==> src/rtl/hsk_rr_arbiter_pkg.sv <==
// Shared types and helpers for the round-robin handshake arbiter.
// Optional checkers are enabled with HSK_RR_ARBITER_ASSERT_EN (see hsk_rr_arbiter.sv).
package hsk_arb_pkg;

    typedef enum logic {
        IDLE = 1'b0,
        FULL = 1'b1
    } arb_state_e;

    localparam int MAX_REQ = 16;

    // Pointer moves one past the last winner so that winner gets lowest priority next time.
    function automatic int unsigned rr_next_ptr(input int unsigned w, input int unsigned n);
        return (w + 1 >= n) ? 0 : w + 1;
    endfunction

endpackage

==> src/rtl/hsk_rr_arbiter_if.sv <==
// Handshake bundle between NUM_REQ requesters, the arbiter and the downstream consumer.
// The arbiter uses the slave modport; the surrounding environment uses master.
interface hsk_rr_arbiter_if #(
    parameter int NUM_REQ = 4,
    parameter int DATA_W  = 8
);
    localparam int ID_W = $clog2(NUM_REQ);

    logic [NUM_REQ-1:0]        req_valid;
    logic [NUM_REQ*DATA_W-1:0] req_data;
    logic [NUM_REQ-1:0]        req_ready;
    logic                      out_valid;
    logic [DATA_W-1:0]         out_data;
    logic [ID_W-1:0]           out_id;
    logic                      out_ready;

    modport slave (
        input  req_valid, req_data, out_ready,
        output req_ready, out_valid, out_data, out_id
    );

    modport master (
        output req_valid, req_data, out_ready,
        input  req_ready, out_valid, out_data, out_id
    );
endinterface

==> src/rtl/hsk_rr_arbiter_rr_picker.sv <==
// Combinational round-robin pick: rotate req_valid so ptr sits at bit 0,
// take the lowest set bit, then rotate the index back.
module rr_picker #(
    parameter int NUM_REQ = 4,
    localparam int ID_W   = $clog2(NUM_REQ)
) (
    input  logic [NUM_REQ-1:0] req_valid,
    input  logic [ID_W-1:0]    ptr,
    output logic               any,
    output logic [ID_W-1:0]    winner
);
    localparam logic [ID_W:0] NR = (ID_W+1)'(NUM_REQ);

    logic [NUM_REQ-1:0] rot;
    logic [ID_W-1:0]    off;
    logic [ID_W:0]      sum;

    for (genvar gi = 0; gi < NUM_REQ; gi++) begin : g_rot
        logic [ID_W:0] src;
        always_comb begin
            src = (ID_W+1)'(gi) + {1'b0, ptr};
            if (src >= NR) begin
                src = src - NR;
            end
        end
        assign rot[gi] = req_valid[src[ID_W-1:0]];
    end

    always_comb begin
        off = '0;
        for (int i = NUM_REQ - 1; i >= 0; i--) begin
            if (rot[i]) begin
                off = ID_W'(i);
            end
        end
        sum = {1'b0, ptr} + {1'b0, off};
        if (sum >= NR) begin
            sum = sum - NR;
        end
        winner = sum[ID_W-1:0];
        any    = |req_valid;
    end
endmodule

==> src/rtl/hsk_rr_arbiter.sv <==
// Round-robin arbiter feeding one registered valid/ready output stage.
// Define HSK_RR_ARBITER_ASSERT_EN to compile in protocol and fairness assertions.
module hsk_rr_arbiter
    import hsk_arb_pkg::*;
#(
    parameter int NUM_REQ = 4,
    parameter int DATA_W  = 8,
    localparam int ID_W   = $clog2(NUM_REQ)
) (
    input  logic             clk,
    input  logic             rst,
    hsk_rr_arbiter_if.slave  bus
);
    arb_state_e        state_reg;
    logic              out_valid_reg;
    logic [DATA_W-1:0] out_data_reg;
    logic [ID_W-1:0]   out_id_reg;
    logic [ID_W-1:0]   ptr_reg;

    logic              any;
    logic [ID_W-1:0]   winner;
    logic              can_accept;
    logic              accept;
    logic [DATA_W-1:0] win_data;

    rr_picker #(.NUM_REQ(NUM_REQ)) u_picker (
        .req_valid (bus.req_valid),
        .ptr       (ptr_reg),
        .any       (any),
        .winner    (winner)
    );

    // A FULL stage being drained this cycle can take a new beat with no bubble.
    assign can_accept = (state_reg == IDLE) || bus.out_ready;
    assign accept     = can_accept && any && !rst;
    assign win_data   = bus.req_data[int'(winner)*DATA_W +: DATA_W];

    for (genvar gi = 0; gi < NUM_REQ; gi++) begin : g_ready
        assign bus.req_ready[gi] = accept && (winner == ID_W'(gi));
    end

    always_ff @(posedge clk or posedge rst) begin
        if (rst) begin
            state_reg     <= IDLE;
            out_valid_reg <= 1'b0;
            out_data_reg  <= '0;
            out_id_reg    <= '0;
            ptr_reg       <= '0;
        end else begin
            case (state_reg)
                IDLE: begin
                    if (accept) begin
                        state_reg     <= FULL;
                        out_valid_reg <= 1'b1;
                        out_data_reg  <= win_data;
                        out_id_reg    <= winner;
                        ptr_reg       <= ID_W'(rr_next_ptr(32'(winner), NUM_REQ));
                    end
                end
                FULL: begin
                    if (accept) begin
                        out_data_reg  <= win_data;
                        out_id_reg    <= winner;
                        ptr_reg       <= ID_W'(rr_next_ptr(32'(winner), NUM_REQ));
                    end else if (bus.out_ready) begin
                        state_reg     <= IDLE;
                        out_valid_reg <= 1'b0;
                    end
                end
                default: begin
                    state_reg     <= IDLE;
                    out_valid_reg <= 1'b0;
                end
            endcase
        end
    end

    assign bus.out_valid = out_valid_reg;
    assign bus.out_data  = out_data_reg;
    assign bus.out_id    = out_id_reg;

`ifdef HSK_RR_ARBITER_ASSERT_EN
    a_out_stable: assert property (@(posedge clk) disable iff (rst)
        bus.out_valid && !bus.out_ready |=>
            $stable(bus.out_valid) && $stable(bus.out_data) && $stable(bus.out_id));

    a_ready_onehot: assert property (@(posedge clk) disable iff (rst)
        $onehot0(bus.req_ready));

    for (genvar gi = 0; gi < NUM_REQ; gi++) begin : g_fair
        // Counts accepts that went elsewhere while this requester kept valid high.
        logic [ID_W:0] wait_reg;
        always_ff @(posedge clk or posedge rst) begin
            if (rst) begin
                wait_reg <= '0;
            end else if (!bus.req_valid[gi] || bus.req_ready[gi]) begin
                wait_reg <= '0;
            end else if (accept) begin
                wait_reg <= wait_reg + 1'b1;
            end
        end

        a_ready_valid: assert property (@(posedge clk) disable iff (rst)
            bus.req_ready[gi] |-> bus.req_valid[gi]);

        a_fair: assert property (@(posedge clk) disable iff (rst)
            accept && bus.req_valid[gi] && wait_reg >= (ID_W+1)'(NUM_REQ - 1)
                |-> bus.req_ready[gi]);
    end
`else
    // Checkers are left out of this build; behaviour is unchanged.
`endif
endmodule

==> src/flat_wrapper.sv <==
// flat-port wrapper written by rule: the top's interface ports become plain ports
module hsk_rr_arbiter_flat import hsk_arb_pkg::*;
#(
    parameter int NUM_REQ = 4,
    parameter int DATA_W  = 8,
    localparam int ID_W   = $clog2(NUM_REQ)
)
  (clk, rst, bus_req_valid, bus_req_data, bus_out_ready, bus_req_ready, bus_out_valid, bus_out_data, bus_out_id);
  hsk_rr_arbiter_if #(.NUM_REQ(NUM_REQ), .DATA_W(DATA_W)) bus_i ();
  input  logic clk;
  input  logic rst;
  input wire logic [$bits(bus_i.req_valid)-1:0] bus_req_valid;
  input wire logic [$bits(bus_i.req_data)-1:0] bus_req_data;
  input wire logic [$bits(bus_i.out_ready)-1:0] bus_out_ready;
  output wire logic [$bits(bus_i.req_ready)-1:0] bus_req_ready;
  output wire logic [$bits(bus_i.out_valid)-1:0] bus_out_valid;
  output wire logic [$bits(bus_i.out_data)-1:0] bus_out_data;
  output wire logic [$bits(bus_i.out_id)-1:0] bus_out_id;
  assign bus_i.req_valid = bus_req_valid;
  assign bus_i.req_data = bus_req_data;
  assign bus_i.out_ready = bus_out_ready;
  assign bus_req_ready = bus_i.req_ready;
  assign bus_out_valid = bus_i.out_valid;
  assign bus_out_data = bus_i.out_data;
  assign bus_out_id = bus_i.out_id;
  hsk_rr_arbiter #(.NUM_REQ(NUM_REQ), .DATA_W(DATA_W)) u_core (.clk(clk), .rst(rst), .bus(bus_i));
endmodule
==> config.mk <==
export PLATFORM = sky130hd
export DESIGN_NAME = hsk_rr_arbiter_flat
export DESIGN_NICKNAME = d
export VERILOG_FILES = /design/src/rtl/hsk_rr_arbiter_pkg.sv /design/src/rtl/hsk_rr_arbiter_if.sv /design/src/rtl/hsk_rr_arbiter_rr_picker.sv /design/src/rtl/hsk_rr_arbiter.sv /design/src/flat_wrapper.sv
export SDC_FILE = /design/constraint.sdc
export NUM_CORES = 1
export LEC_CHECK = 0
export BUFFER_PORTS_ARGS = -buffer_cell sky130_fd_sc_hd__buf_2
export CORE_UTILIZATION = 35
export CTS_BUF_LIST = sky130_fd_sc_hd__clkbuf_8 sky130_fd_sc_hd__clkbuf_16
export DETAILED_ROUTE_END_ITERATION = 10
export GPL_ROUTABILITY_DRIVEN = 0
export MAX_ROUTING_LAYER = met4
export SLEW_MARGIN = 20
export SYNTH_ARGS = -nofsm -noshare
export SYNTH_HDL_FRONTEND = slang
export SYNTH_SLANG_ARGS = --single-unit
==> constraint.sdc <==
create_clock -name clk -period 3 [get_ports clk]
set_clock_uncertainty 0.1 [all_clocks]
set_input_delay 0.3 -clock clk [delete_from_list [all_inputs] [get_ports clk]]
set_output_delay 0.3 -clock clk [all_outputs]
set_load 0.05 [all_outputs]
-- Word-level counts from Yosys, hierarchy flattened
Cells that the tools add are included.
- magnitude comparators: 10
- add/subtract/negate cells: 10
- shifts and indexed selects: 1
- equality and inequality tests: 6
- reduce and logical (&&, ||, !) cells: 11
- bitwise logic cells: 1
- mux-type cells: 29
- operators by type and width (kind ; count):
    $shiftx 32x6->8 ; 1
    $mux 2 ; 12
    $ge 3x3->1 const B ; 5
    $lt 2x3->1 const B ; 4
    $mux 1 ; 10
    $sub 2x1->2 const B ; 5
    $bmux 1 s2 ; 4
    $mux 8 ; 1
    $add 2x2->3 const A ; 2
    $logic_and 1x1->1 ; 6
    $eq 2x2->1 const B ; 2
    $ne 2x2->1 const B ; 2
    $pmux 1 s2 ; 2
    $reduce_or 4->1 ; 1
    $add 1x2->3 const A ; 1
    $add 2x1->3 const B ; 1
    $add 2x2->3 ; 1
    $ge 2x3->1 const B ; 1
    $reduce_and 3->1 ; 1
    $eq 2x1->1 const B ; 1
    $logic_not 2->1 ; 1
    $ne 2x1->1 const B ; 1
    $logic_not 1->1 ; 1
    $logic_or 1x1->1 ; 1
    $not 1->1 ; 1
- output and inout port bits: 15
- word-level logic and storage cells: 73
- flip-flop bits (word level): 14
- bits of input ports: 39

-- Depth between registers and ports, before layout
Gate-level depths: netlist (run 1).
- word-level depth: 16
- gate-level depth with buffers: 13
- depth with buffers taken out: 12

-- By module
From an unflattened synthesis (run 1), not the netlist that was laid out.
- cell total of the unflattened synthesis: 83
- area total of the unflattened synthesis: 1036.0 µm²
- modules (own cells, without submodules) (module ; sequential area each (µm²) ; times used ; cells an instance ; area each (µm²)):
    hsk_rr_arbiter ; 350.3 ; 1 ; 56 ; 854.6
    rr_picker ; 0.0 ; 1 ; 27 ; 181.4

-- Least setup slack after synthesis (run 1)
Ideal clock, no wire load.
- kind: reg-to-output
- start: register u_core.ptr_reg[1]
- end: output port bus_req_ready[2]
- path buffers: 1
- setup slack: -0.120 ns
- required time: 2.600 ns
- stages on the path, launching flop included: 11
- arrival time: 2.720 ns
- path through: dfrtp_1 buf_4 nand2_1 a21oi_1 nor2_1 a211oi_1 a21oi_1 ha_1 xnor2_2 xnor2_4 nor3_1
- cells in the longest elaborated chain, start to end: 14
- elaborated cells on any way between the ends: 33
- classes of those cells: add/sub (9); order compare (5); eq/ne (1); mux (17); reduce/logical (1)
- ends and longest elaborated chain (what ; RTL line ; source):
    start: declaration ; hsk_rr_arbiter.sv:18 ; logic [ID_W-1:0] ptr_reg;
    start signal: assignment ; hsk_rr_arbiter.sv:57 ; ptr_reg <= ID_W'(rr_next_ptr(32'(winner), NUM_REQ));
    start signal: assignment ; hsk_rr_arbiter.sv:64 ; ptr_reg <= ID_W'(rr_next_ptr(32'(winner), NUM_REQ));
    $add 2x2->3 ; hsk_rr_arbiter_rr_picker.sv:21 ; src = (ID_W+1)'(gi) + {1'b0, ptr};
    $ge 3x3->1 or $sub 2x1->2 (tied branches) ; hsk_rr_arbiter_rr_picker.sv:22, hsk_rr_arbiter_rr_picker.sv:23 ;
    $mux 2 ; hsk_rr_arbiter_rr_picker.sv:22 ; if (src >= NR) begin
    $bmux 1 s2 ; hsk_rr_arbiter_rr_picker.sv:26 ; assign rot[gi] = req_valid[src[ID_W-1:0]];
    $mux 1 (implied by the code) ; hsk_rr_arbiter_rr_picker.sv:26 ;
    $mux 2 (4 in series) ; hsk_rr_arbiter_rr_picker.sv:32 ; if (rot[i]) begin
    $add 2x2->3 (*) ; hsk_rr_arbiter_rr_picker.sv:36 ; sum = {1'b0, ptr} + {1'b0, off};
    $ge 3x3->1 or $sub 2x1->2 (tied branches) ; hsk_rr_arbiter_rr_picker.sv:37, hsk_rr_arbiter_rr_picker.sv:38 ;
    $mux 2 (*) ; hsk_rr_arbiter_rr_picker.sv:37 ; if (sum >= NR) begin
    $eq 2x2->1 (*) ; hsk_rr_arbiter.sv:39 ; assign bus.req_ready[gi] = accept && (winner == ID_W'(gi));
    $logic_and 1x1->1 (*) ; hsk_rr_arbiter.sv:39 ;
    end: declaration ; flat_wrapper.sv:15 ; output wire logic [$bits(bus_i.req_ready)-1:0] bus_req_ready;
Every way passes the cells marked *; elsewhere a longest branch is shown, timed or not. The select of a mux whose other input is x is not followed.

-- Worst setup path in the final report (run 1)
- start: register u_core.ptr_reg[1]
- end: output port bus_req_ready[3]
The elaborated chain is that of the path after synthesis.

==> results.yml, run 1 <==
status:
  status: "complete, no violations"
routing:
  drtPass1Iterations: 4
  avgRoutedWirePerCell_um: 12.0
  vias: 1260
  drc_errors: 0
  wl_mm: 3.07
  final_antenna_net_count: 0
  first_iter_violations: 36
  via_per_inst: 4.94
synth:
  ys.flop_type: "dfrtp_1"
  syn_inst: 156
  syn_nets: 198
  avgSynthCellArea_um2: 8.77
  synth_area_mm2: 0.00137
  synth_edf_count: 0
  yosysUniqueCellTypes: 31
  async_flop_share_pct: 100
  ys_ff_latch: 14
  ys_warn_count: 0
  ys_seq_area_share_pct: 25.6
layout:
  utilization_pct: 46.4
  final_cells: 255
  diodes: 0
  drive_above_1_share_pct: 36.7
  fill_cells: 373
  final_nets: 251
  multi_input_area_um2: 908
  area_delta_synth_final_pct: 26.0
  regArea_um2: 352
  largest_reg_flops: 8
min_path:
  min_path_cells: 4
  min_path_type: "primary input to flip-flop"
placed_design:
  dp_hpwl_mm: 2.19
  dp_cells: 249
  io_buffers: 53
setup_path:
  cpMaxStageDelayCell: "dfrtp_2"
  critPathKind: "flip-flop to output port"
  worst_ep_required_time_ps: 2600
  worstPathBufferInverterCount: 4
  crit_fanout: 5
  reg2regPathDepth: 10
  cp_top_family: "buffers and inverters"
  cp_cell_sequence: "buf_4 > nor2_1 > a22oi_1 > a21oi_1 > ha_2 > xnor2_4 > xnor2_4 > inv_2 > ha_1 > inv_1 > nor2_1 > buf_4"
  cp-end-kind: "output port"
  worstPathArrival_ps: 2430
  cp.depth: 12
  cp_slowest_stage_delay_ps: 430
  start_kind: "flip-flop"
pwr:
  power_frac_comb_pct: 77.4
  p_int_w: 0.00101
  clock_power_share_pct: 7.3
  p_seq_share_pct: 15.3
  power_w: 0.00218
  leakage_nw: 0.914
  power_density_mw_per_mm2: 1260
  p_switching_w: 0.00116
  peakVddDrop_mv: 0.643
  swShare_pct: 53.4
sta:
  fmax_ghz: 0.353
  relSlewSlack_pct: 64.8
  hold_violations: 0
  rsz0062_at_grt: "false"
  finalCritPeriodShare_pct: 94.5
  drv_slew: 0
  finalCriticalPeriod_ps: 2830
  finalSetupTns_ps: 0
  max_slew.worst_pin.slew_ps: 528
  setup_viol: 0
die:
  top_level_ports: 54
  start_util_pct: 36.8
  die_y_um: 64.5
  dieArea_mm2: 0.00416
  rows: 22
  fp.coreArea_mm2: 0.00372
  die_w_um: 64.5
job:
  drv_cap: 0
grt:
  grt_first_pass_wirelength_mm: 4.96
  grt.total_usage_pct: 15.6
  antenna_found_initial: 0
  grt_overflow: 0
  grt_pass1_vias: 1090
  grt_max_degree: 50
clocking:
  cts_num_sinks: 14
  root_buffer: "clkbuf_8"
  cts.clk_slew.worst_paths_ps: 60
  numCtsBuffers: 3
  cts-htree-levels: 1
  clockBufferDepth: 2
  insertion_delay_ps: 250
  cts_tree: "done"
cells in the mapped netlist (3+ instances only):
library cell | number | area share [%]
a21oi_1 | 4 | 1.5
ha_1 | 3 | 2.7
nand3_1 | 8 | 2.9
nor2_1 | 8 | 2.2
nor3_1 | 33 | 12
inv_1 | 4 | 1.1
buf_6 | 8 | 6.6
buf_2 | 3 | 1.1
nand2_1 | 15 | 4.1
dfrtp_1 | 14 | 26
mux2i_1 | 33 | 24
cells by family (layout without fill, tap and decap cells):
family / Yosys count / after routing / synth area share, %
compound gates: 11 / 11 / 5.22
xor+xnor: 3 / 3 / 3.84
fa+ha+maj: 3 / 3 / 2.75
buf+inv: 18 / 69 / 9.88
flops: 14 / 14 / 25.6
mux: 35 / 35 / 25.8
simple gates: 72 / 72 / 26.9
worst register-to-register path, cell delays in order (launching register included):
cell     delay [ps]
dfrtp_2         430
buf_4           150
nor2_1          140
a22oi_1         120
a21oi_1         210
ha_2            280
xnor2_4         160
xnor2_4         160
inv_2            80
ha_1            280
mux2_2          260
routing by layer:
layer	routed length (um)	share of wire (%)	global-route usage (%)	vias up
met5	0	0	-	-
met4	20	0.65	5.00	0
met3	132	4.3	2.11	2
met2	1300	42	23.2	29
met1	1610	53	21.8	555
li1	-	-	-	674
timing repair:
action | 4_1_cts | 5_1_grt
gates resized for setup | 1 | 4
hold buffers | 1 | 0
setup buffers | 0 | 2
cloned | 0 | 0
pin swaps | 0 | 0
endpoints found under the hold margin | 14 | 0
endpoints found under the setup margin | 1 | 3
metrics by stage:
stage,hold WS [ps],setup slack (ps),cell area (um2)
after floorplan,136,26.4,1370
after global placement,226,272,1640
after detailed placement,228,232,1640
after CTS,230,34.6,1690
after global routing,264,3.38,1720
final,232,166,1720
power groups by stage:
| stage | logic (W) | registers, W | clock network [W] |
|---|---|---|---|
| finish | 0.00168 | 0.000333 | 0.000158 |
| global placement | 0.00162 | 0.000344 | 0 |
| detailed placement | 0.00162 | 0.000344 | 0 |
| CTS | 0.00164 | 0.000343 | 0.000164 |
| floorplan | 0.00106 | 0.000557 | 0 |
| global route | 0.00183 | 0.000347 | 0.000174 |
layout make-up:
| cell class | instances | area share, % |
|---|---|---|
| Multi-Input combinational cell | 124 | 52.7 |
| Sequential cell | 14 | 20.4 |
| Timing Repair Buffer | 61 | 19.9 |
| Tap cell | 48 | 3.49 |
| Clock buffer | 3 | 2.40 |
| Inverter | 5 | 1.09 |
layout by cell type, fill, tap and decap left out, types with 2 or more instances in the layout:
cell type   n
dfrtp_1    13
ha_1        2
clkbuf_8    3
inv_1       4
mux2_2      2
nor3_2      2
or2_1       2
mux2i_1    33
nor2_1      8
nor3_1     32
buf_2      52
nand3_1     8
buf_4       7
xnor2_4     2
o32ai_1     2
a21oi_1     4
nand2_1    15
final timing paths:
kind | startpoint | to | slack, ps
setup / recovery | u_core.ptr_reg[1]$_DFFE_PP0P_ | bus_req_ready[3] | 170
hold / removal | bus_out_ready | u_core.bus.out_valid$_DFFE_PP0P_ | 230
setup reg to reg | u_core.ptr_reg[1]$_DFFE_PP0P_ | u_core.ptr_reg[1]$_DFFE_PP0P_ | 540
hold reg to reg | u_core.state_reg$_DFF_PP0_ | u_core.bus.out_valid$_DFFE_PP0P_ | 350
max in group asynchronous | rst | u_core.ptr_reg[1]$_DFFE_PP0P_ | 2070
min in group asynchronous | rst | u_core.bus.out_data[1]$_DFFE_PP0P_ | 510
No activity file was read; power rests on OpenSTA's default activity.
==> inputs of run 2 (changes only) <==
--- a/config.mk
+++ b/config.mk
@@ -6,6 +6,7 @@
 export NUM_CORES = 1
 export LEC_CHECK = 0
 export BUFFER_PORTS_ARGS = -buffer_cell sky130_fd_sc_hd__buf_2
+export CORE_MARGIN = 4
 export CORE_UTILIZATION = 35
 export CTS_BUF_LIST = sky130_fd_sc_hd__clkbuf_8 sky130_fd_sc_hd__clkbuf_16
 export DETAILED_ROUTE_END_ITERATION = 10
==> run 2 against run 1 <==
  * Global-route usage shrank 2.4 points
  * Routed wire length up 3.1%
  * Clock-buffer cell count increased by 1
  * Worst setup slack improved by 21 ps
  * Register-to-register slack worse by 70 ps
  * Die area grew 19%
  * Critical path depth is 1 higher
  * Hold slack better by 8.5 ps
  * Clock power up 16%
==> results.yml, run 2 (synthesis results as in run 1) <==
min_path:
  min_path_type: "primary input to flip-flop"
layout:
  final_nets: 250
  layout_commonest_cell: "buf_2"
  area_delta_synth_final_pct: 25.3
  largest_reg_flops: 8
  final_cell_mix: "buf_2, mux2i_1, nor3_1, nand2_1, dfrtp_1"
  diodes: 0
  design_area_mm2: 0.00171
  drive_above_1_share_pct: 35.7
sta:
  finalCritPeriodShare_pct: 93.8
  fmax_ghz: 0.355
  max_slew.worst_pin.slew_ps: 517
  setup_viol: 0
  finalSetupTns_ps: 0
  relSlewSlack_pct: 65.5
  finalCriticalPeriod_ps: 2810
  drv_slew: 0
  hold_slack_ps: 240
  rsz0062_at_grt: "false"
  hold_violations: 0
clocking:
  numCtsBuffers: 3
  insertion_delay_ps: 250
  cts_num_sinks: 14
  cts_tree: "done"
  root_buffer: "clkbuf_8"
  clockBufferDepth: 2
  cts.clk_slew.worst_paths_ps: 60
  cts-htree-levels: 1
setup_path:
  critPathKind: "flip-flop to output port"
  cpMaxStageDelayCell: "dfrtp_1"
  worst_ep_required_time_ps: 2600
  crit_fanout: 5
  cp_cell_sequence: "nand2_1 > a21oi_1 > nor2_1 > a211oi_1 > a21oi_1 > ha_1 > xnor2_4 > xnor2_4 > inv_2 > ha_1 > inv_1 > nor2_1 > buf_4"
  cp-end-kind: "output port"
  worstPathArrival_ps: 2410
  cp_top_family: "adder cells"
  reg2reg_slack_ps: 470
  cp_slowest_stage_delay_ps: 420
  worstPathBufferInverterCount: 3
  start_kind: "flip-flop"
grt:
  grt_max_degree: 50
  grt.total_usage_pct: 13.2
  grt_overflow: 0
  grt_first_pass_wirelength_mm: 5.25
  antenna_found_initial: 0
  grt_pass1_vias: 1130
job:
  drv_cap: 0
placed_design:
  io_buffers: 53
  placed_area_mm2: 0.00163
  dp_hpwl_mm: 2.38
routing:
  avgRoutedWirePerCell_um: 12.4
  first_iter_violations: 69
  via_per_inst: 4.85
  drtPass1Iterations: 4
  wl_mm: 3.16
  final_antenna_net_count: 0
  vias: 1238
  drc_errors: 0
die:
  die_y_um: 70.5
  start_util_pct: 36.8
  dieArea_mm2: 0.00497
  top_level_ports: 54
  fp.coreArea_mm2: 0.00372
  die_w_um: 70.5
  rows: 22
pwr:
  peakVddDrop_mv: 0.932
  leakage_nw: 0.915
  power_density_mw_per_mm2: 1250
  power_w: 0.00214
status:
  status: "complete, no violations"
## run 2: changes by cell type in the layout (fill, tap and decap cells not counted)
cell,before,now
ha_2,1,0
ha_1,2,3
buf_12,1,0
dfrtp_1,13,14
dfrtp_2,1,0
clkbuf_8,3,4
## run 2: stage by stage
step                setup WS (ps)  std cells  util, %
global placement              320        250     44.0
floorplan                    26.4        156        -
detailed placement            309        250     44.0
finish                        187        255     46.1
global route                 4.60        255     46.1
CTS                          89.8        255     45.7
## run 2: layout make-up
| class | count | area [um2] |
|---|---|---|
| inverter | 5 | 18.8 |
| timing repair buffer | 60 | 323 |
| multi-input combinational | 124 | 906 |
| sequential | 14 | 350 |
| clock buffer | 4 | 55.1 |
| fill | 362 | 2000 |
| tap | 48 | 60.1 |
## run 2: final timing paths
path                                                     from  cells after the start                                 end
worst max-delay path            u_core.ptr_reg[1]$_DFFE_PP0P_                     13                    bus_req_ready[3]
worst min-delay path                            bus_out_ready                      4    u_core.bus.out_valid$_DFFE_PP0P_
worst max register to register  u_core.ptr_reg[1]$_DFFE_PP0P_                     11  u_core.bus.out_data[2]$_DFFE_PP0P_
worst min register to register     u_core.state_reg$_DFF_PP0_                      1    u_core.bus.out_valid$_DFFE_PP0P_
max in group asynchronous                                 rst                      4  u_core.bus.out_data[6]$_DFFE_PP0P_
min in group asynchronous                                 rst                      4  u_core.bus.out_data[1]$_DFFE_PP0P_
## run 2: where the power goes
group	switching, W	leakage [nW]	internal, W
combinational	0.00102	0.716	0.000594
clock	0.0000678	0.0288	0.000116
sequential	0.0000590	0.170	0.000276
total	0.00115	0.915	0.000986
## run 2: metal layers
layer  track usage (%)  wire length [um]  vias to the layer above
li1                  -                 -                      664
met4              3.83                38                        0
met3              3.02               171                        5
met2              19.1              1420                       29
met5                 -                 0                        -
met1              18.3              1530                      540
## run 2: what timing repair did
| action | in CTS | in global routing |
|---|---|---|
| hold endpoints to repair | 14 | 0 |
| endpoints found under the setup margin | 0 | 1 |
| gates resized for setup | 0 | 3 |
| buffers inserted | 0 | 0 |
| hold buffers | 1 | 0 |
## run 2: worst min-delay path, cell delays in order
cell and delay, ps:
buf_2 90, nand2_1 40, nand2_1 60, a21oi_1 60
